===== src/rtl/univ_reg_pkg.sv =====
// Shared types for the universal register: operation encodings and their width.
package univ_reg_pkg;

  localparam int OP_W = 3;

  typedef enum logic [OP_W-1:0] {
    HOLD = 3'd0,
    LOAD = 3'd1,
    SHL  = 3'd2,
    SHR  = 3'd3,
    ROL  = 3'd4,
    ROR  = 3'd5,
    INC  = 3'd6,
    DEC  = 3'd7
  } op_t;

endpackage


===== src/rtl/univ_reg_nxt.sv =====
// Combinational next-state function of the universal register for one op.
// co is passed in so that HOLD and undefined op codes keep it unchanged.
module univ_reg_nxt
  import univ_reg_pkg::*;
#(
  parameter int WIDTH = 8
) (
  input  logic [WIDTH-1:0] q,
  input  logic             co,
  input  op_t              op,
  input  logic [WIDTH-1:0] d,
  input  logic             sin,
  output logic [WIDTH-1:0] q_nxt,
  output logic             co_nxt
);

  localparam logic [WIDTH-1:0] ONE = {{(WIDTH-1){1'b0}}, 1'b1};

  always_comb begin
    q_nxt  = q;
    co_nxt = co;
    case (op)
      LOAD: begin
        q_nxt  = d;
        co_nxt = 1'b0;
      end
      SHL: begin
        q_nxt  = {q[WIDTH-2:0], sin};
        co_nxt = q[WIDTH-1];
      end
      SHR: begin
        q_nxt  = {sin, q[WIDTH-1:1]};
        co_nxt = q[0];
      end
      ROL: begin
        q_nxt  = {q[WIDTH-2:0], q[WIDTH-1]};
        co_nxt = q[WIDTH-1];
      end
      ROR: begin
        q_nxt  = {q[0], q[WIDTH-1:1]};
        co_nxt = q[0];
      end
      // Carry out of a WIDTH+1-bit sum; set only on the all-ones wrap.
      INC: {co_nxt, q_nxt} = {1'b0, q} + {1'b0, ONE};
      DEC: begin
        q_nxt  = q - ONE;
        co_nxt = (q == '0);
      end
      // HOLD and any unknown code leave state untouched.
      default: begin
      end
    endcase
  end

endmodule


===== src/rtl/univ_reg.sv =====
// Universal WIDTH-bit register: async reset, sync clear/set, enable and op select.
// zero is derived from the value being captured so it always matches q.
module univ_reg
  import univ_reg_pkg::*;
#(
  parameter int               WIDTH   = 8,
  parameter logic [WIDTH-1:0] RST_VAL = '0
) (
  input  logic             clk,
  input  logic             rst_n,
  input  logic             clr,
  input  logic             set,
  input  logic             en,
  input  op_t              op,
  input  logic [WIDTH-1:0] d,
  input  logic             sin,
  output logic [WIDTH-1:0] q,
  output logic             co,
  output logic             zero
);

  logic [WIDTH-1:0] q_nxt;
  logic             co_nxt;
  logic [WIDTH-1:0] q_sel;
  logic             co_sel;
  logic             zero_sel;

  univ_reg_nxt #(
    .WIDTH(WIDTH)
  ) u_nxt (
    .q     (q),
    .co    (co),
    .op    (op),
    .d     (d),
    .sin   (sin),
    .q_nxt (q_nxt),
    .co_nxt(co_nxt)
  );

  // Synchronous priority: clr over set over enable-gated op.
  always_comb begin
    q_sel  = q;
    co_sel = co;
    if (clr) begin
      q_sel  = '0;
      co_sel = 1'b0;
    end else if (set) begin
      q_sel  = '1;
      co_sel = 1'b0;
    end else if (en) begin
      q_sel  = q_nxt;
      co_sel = co_nxt;
    end
  end

  assign zero_sel = (q_sel == '0);

  always_ff @(posedge clk or negedge rst_n) begin
    if (!rst_n) begin
      q    <= RST_VAL;
      co   <= 1'b0;
      zero <= (RST_VAL == '0);
    end else begin
      q    <= q_sel;
      co   <= co_sel;
      zero <= zero_sel;
    end
  end

endmodule


===== config.mk =====
export PLATFORM = sky130hd
export DESIGN_NAME = univ_reg
export DESIGN_NICKNAME = d
export VERILOG_FILES = /design/src/rtl/univ_reg_pkg.sv /design/src/rtl/univ_reg_nxt.sv /design/src/rtl/univ_reg.sv
export SDC_FILE = /design/constraint.sdc
export NUM_CORES = 1
export LEC_CHECK = 0
export ABC_CLOCK_PERIOD_IN_PS = 2630
export CORE_MARGIN = 2
export CORE_UTILIZATION = 35
export DETAILED_ROUTE_END_ITERATION = 7
export GPL_ROUTABILITY_DRIVEN = 0
export PLACE_DENSITY_LB_ADDON = 0.15
export SLEW_MARGIN = 0
export SYNTH_ARGS = -nofsm -noshare
export SYNTH_HDL_FRONTEND = slang
export SYNTH_SLANG_ARGS = --single-unit

===== constraint.sdc =====
create_clock -name clk -period 2.63 [get_ports clk]
set_clock_uncertainty 0.1 [all_clocks]
set_input_delay 0.526 -clock clk [delete_from_list [all_inputs] [get_ports clk]]
set_output_delay 0.526 -clock clk [all_outputs]
set_load 0.01 [all_outputs]

==> results.json <==
{
  "rows": 21,
  "slew_viol_final": 0,
  "die-height_um": 63.55,
  "ant_nets": 0,
  "yosysWarnings": 0,
  "insertion_delay_ns": 0.27,
  "vias": 1427,
  "avgSynthCellArea_um2": 8.443,
  "worst_slack_ns": 0.08828,
  "clockBufferDepth": 2,
  "synth_seq_cells": 10,
  "io_buffers": 26,
  "arrival_ns": 2.64,
  "syn_inst": 147,
  "io_pins": 27,
  "worst_pin_slew_ns": 0.4865,
  "synth_edf_count": 0,
  "dp_slack_ns": -0.3959,
  "ys_types": 59,
  "viasPerCell": 5.754,
  "yosys.area_share.simple": 0.2359,
  "synth_fp_nets": 167,
  "crit_fanout": 14,
  "drt_pass1_iterations": 4,
  "routed_wl_mm": 4.121,
  "grt_use_total": 0.2088,
  "critPathMaxStageDelay_ns": 0.49,
  "grt_pass1_wl_mm": 6.610,
  "max_slew_margin": 0.6757,
  "wl_per_cell_um": 16.62,
  "die_x_um": 63.55,
  "yosysTopAreaCell": "dfrtp_1",
  "yosys.area_share.adder": 0.03024,
  "fin_crit_sh": 0.9664,
  "grt_max_degree": 22,
  "maxCapViolCount": 0,
  "start_util": 0.3690,
  "fin_crit_ns": 2.542,
  "vdd_ir_drop_max_uv": 198.1,
  "dieArea_um2": 4039,
  "layout-drive-gt1-share": 0.3416,
  "ys.flop_type": "dfrtp_1",
  "rsz0062_at_grt": "false",
  "fin_cells": 248,
  "fmax_mhz": 393.4,
  "netlist_area_um2": 1241,
  "seqCellArea_um2": 252.7,
  "area_growth_pct": 51.71,
  "synthXorXnorAreaFrac": 0.02117,
  "final_net_count": 223,
  "antenna_cells": 0,
  "numCtsBuffers": 3,
  "cts_root_buf": "clkbuf_4",
  "multi_input_area_um2": 919.6,
  "synthMuxAreaShare": 0.02621,
  "rrSetupSlack_ns": 0.16,
  "fin_setup_tns_ns": 0,
  "setup_viol_count_final": 0,
  "critPathBufInv": 3,
  "antenna_found_initial": 0,
  "p_leak_nw": 0.7776,
  "synth_top_family_by_area": "compound AO/OA/AOI/OAI gates",
  "path_clk_slew_ns": 0.06,
  "grt_pass1_vias": 1347,
  "cts_max_level": 1,
  "cp-start-kind": "input port",
  "drt_iter0_markers": 182,
  "criticalPathCategory": "in -> reg",
  "fillers": 336,
  "placedCellCount": 241,
  "cts_sinks": 10,
  "synth_compound_area_frac": 0.3528,
  "overflow": 0,
  "critPathTopFamily": "simple AND/OR/NAND/NOR gates",
  "synth-seq-area-share": 0.2026,
  "async_reset_ff_frac": 1.000,
  "power_density_nw_per_um2": 323.9,
  "cpMostUsedCell": "buf_4",
  "finalHoldViolations": 0,
  "cts_tree": "yes",
  "worstSetupEndpointType": "flop",
  "hpwlAfterDp_mm": 3.053,
  "synth_top_area_share": 0.1815,
  "worstPathCellList": "clkdlybuf4s50_1 > buf_4 > buf_4 > nor3b_1 > a221oi_1 > a311oi_2 > nor3_1 > or4_4 > nor3_2",
  "crit_required_ns": 2.73,
  "ys_top_cells_by_area": "dfrtp_1, buf_6, o21ai_0",
  "core_area_um2": 3363,
  "status": "complete, no violations",
  "remaining_drc_errors": 0,
  "crit_path_top_delay_cell": "or4_4",
  "hold_path.class": "in -> async"
}
## per-layer routing
metal  wire (um)  GRT usage  part of all wire  up-vias
met5           0          0                 0        -
met3         303    0.04821             0.074       11
met1        1841     0.2917              0.45      673
li1            -          -                 -      676
met2        1899     0.3237              0.46       67
met4          77    0.05163             0.019        0
## kinds of logic after synthesis
family | Yosys count
AO/OA/AOI/OAI | 59
XOR/XNOR | 3
adder cells (fa/ha/maj) | 3
buffers and inverters | 23
flip-flops | 10
multiplexers | 3
AND/OR/NAND/NOR | 46
## registers in the layout, summed over array words and instances, names as in the netlist
name  count
q         8
co        1
zero      1
## power by group
group	switching, mW	total (mW)	internal [mW]	leakage [nW]
registers	0.0317	0.199	0.167	0.122
clock network	0.0515	0.110	0.0587	0.0150
logic	0.138	0.301	0.163	0.640
total	0.221	0.610	0.389	0.778
## worst paths after layout
| path | start | endpoint | cells after the start |
|---|---|---|---|
| max | op[1] | zero | 9 |
| max in group asynchronous | rst_n | zero | 1 |
| min | rst_n | q[1] | 1 |
| max reg2reg | q[0] | zero | 8 |
| min in group clk | co | co | 2 |
| min reg2reg | co | co | 2 |
## stage by stage
stage / area (um^2) / hold slack (ns) / power (mW) / util
2_1_floorplan: 1241 / 0.1304 / 0.3431 / -
3_3_place_gp: 1717 / 0.4458 / 0.4677 / 0.5104
3_5_place_dp: 1717 / 0.4667 / 0.4689 / 0.5104
4_1_cts: 1772 / 0.4711 / 0.5889 / 0.5268
5_1_grt: 1883 / 0.4954 / 0.6510 / 0.5599
6_report: 1883 / 0.4640 / 0.6099 / 0.5599
## cell usage in the layout (no fill, tap or decap), drive strengths merged, types with 2 or more instances in the layout
cell type / count
a211oi: 3
a31oi: 2
clkdlybuf4s50: 24
nor3b: 5
inv: 8
nor2b: 4
o2bb2ai: 4
a21oi: 9
and2: 2
a32oi: 2
dlymetal6s2s: 2
or3: 3
a2111oi: 2
buf: 39
nor3: 6
o21ai: 12
a21o: 2
a22oi: 4
ha: 3
mux2: 2
nor4bb: 2
a22o: 2
a311oi: 3
a221oi: 2
nand2b: 2
clkbuf: 5
nand3: 2
a21boi: 2
dfrtp: 9
nor2: 8
nand2: 4
and4b: 2
xor2: 2
a211o: 2
## synthesized netlist by cell type (2+ instances only)
| cell type | number |
|---|---|
| a211o_1 | 2 |
| a31oi_1 | 2 |
| nand3_1 | 2 |
| a211oi_1 | 3 |
| buf_2 | 3 |
| dfrtp_1 | 9 |
| a21boi_0 | 2 |
| or3_1 | 3 |
| a221oi_1 | 2 |
| mux2_2 | 2 |
| nor3b_1 | 5 |
| nor4bb_1 | 2 |
| nand2_1 | 4 |
| a21oi_1 | 9 |
| nor2b_1 | 4 |
| nor3_1 | 5 |
| buf_6 | 5 |
| a22oi_1 | 4 |
| a311oi_1 | 3 |
| nor2_1 | 8 |
| o2bb2ai_1 | 4 |
| inv_1 | 8 |
| a22o_1 | 2 |
| o21ai_0 | 11 |
| a32oi_1 | 2 |
| buf_4 | 3 |
| xor2_1 | 2 |
| clkbuf_8 | 2 |
| ha_1 | 3 |
| nand2b_1 | 2 |
## layout make-up
type	count	share of cell area
inverter	8	0.01595
timing repair buffer	66	0.3169
clock buffer	4	0.01395
tap	46	0.03056
multi-input combinational	114	0.4884
sequential	10	0.1342
## what timing repair did
item | CTS | global route
buffers inserted | 0 | 1
pin swaps | 0 | 4
hold buffers | 0 | 0
setup endpoints to repair | 1 | 1
cloned | 0 | 2
gates resized for setup | 5 | 17
(Power assumes the default switching activity.)
==> RTL change: new RTL, config.mk and constraints unchanged <==
`WIDTH` is set to 8 in 2 places; all go to 12.
--- a/src/rtl/univ_reg_nxt.sv
+++ b/src/rtl/univ_reg_nxt.sv
@@ -5,3 +5,3 @@
 #(
-  parameter int WIDTH = 8
+  parameter int WIDTH = 12
 ) (
--- a/src/rtl/univ_reg.sv
+++ b/src/rtl/univ_reg.sv
@@ -5,3 +5,3 @@
 #(
-  parameter int               WIDTH   = 8,
+  parameter int               WIDTH   = 12,
   parameter logic [WIDTH-1:0] RST_VAL = '0
Interface: changed (resized d and q); port bits go from 27 to 35. No check against the original RTL was run, so the function may have changed too.
==> RTL change against the original RTL <==
  * The run now ends with setup timing left
  * Routed wire length increased by 63%
  * Setup slack got worse by 0.12 ns
  * Count of clock-buffer cells in the layout unchanged
  * Synthesized cell count increased by 49%
  * Critical endpoint unchanged
  * Critical path type unchanged
  * Non-clock buffer count increased by 49
  * Sequential cell count increased by 4
  * Combinational power increased by 74%
  * Hold slack improved by 0.043 ns
  * Final area increased by 56%
  * Area after synthesis increased by 36%
  * Via count increased by 54%
  * Total power increased by 64%
==> RTL change: results <==
[logic_synthesis]
synth_compound_area_share_pct = 30.0
synth_common_cells = nor2_1 (20), a21oi_1 (16), nand2_1 (14), o21ai_0 (14), dfrtp_1 (13)
yosys_register_bits = 14
syn-num-nets = 243
synthAdderAreaFrac_pct = 2.23

[outcome]
status = finished, violations left
violations = setup timing

[place]
dp_hpwl_um = 4570
dpl_worst_slack_ns = -0.596

[sta]
final-setup-viol-count = 1
setup_ws_ns = -0.0294
tns_ns = -0.0294
tightest_slew_ns = 0.681

[setup_path]
cp_data_arrival_time_ns = 2.72
crit_start = op[0]
slowest_delay_ns = 0.56

[cells_and_area]
multi_input_area_share_pct = 46.2
buffers = 115
fillCellCount = 403
reg_top3 = q x12, co x1, zero x1
drive_above_1_share_pct = 41.9

[routing]
drt_iter0_drc = 144

[clock_network]
cts_setup_buffers = 10
cts-resized-gates = 34

[power]
p_clk_uw = 216
[RTL change: changes by cell type after synthesis, moves of 4 or more]
cell      unedited run  this run
nor2_1               8        20
nand2_1              4        14
clkbuf_1             1        10
a21oi_1              9        16
o31ai_1              0         7
nand4_1              0         6
nor4_1               1         7
buf_2                3         7
dfrtp_1              9        13
mux2i_1              1         5
or4_1                0         4
[RTL change: stage by stage]
| step | power, uW | cells | util, % | cell area (sq um) |
|---|---|---|---|---|
| 2_1_floorplan | 467 | 219 | - | 1710 |
| 3_3_place_gp | 680 | 345 | 52.5 | 2460 |
| 3_5_place_dp | 679 | 345 | 52.5 | 2460 |
| 4_1_cts | 951 | 362 | 58.7 | 2760 |
| 5_1_grt | 1050 | 369 | 62.6 | 2940 |
| 6_report | 1000 | 369 | 62.6 | 2940 |
[RTL change: per-layer routing]
layer / share of wire, % / wire (um) / track usage [%]
met5: 0 / 0 / 0
met2: 47 / 3190 / 42.0
met3: 7.4 / 496 / 2.47
met1: 44 / 2950 / 36.2
met4: 1.4 / 96 / 8.28
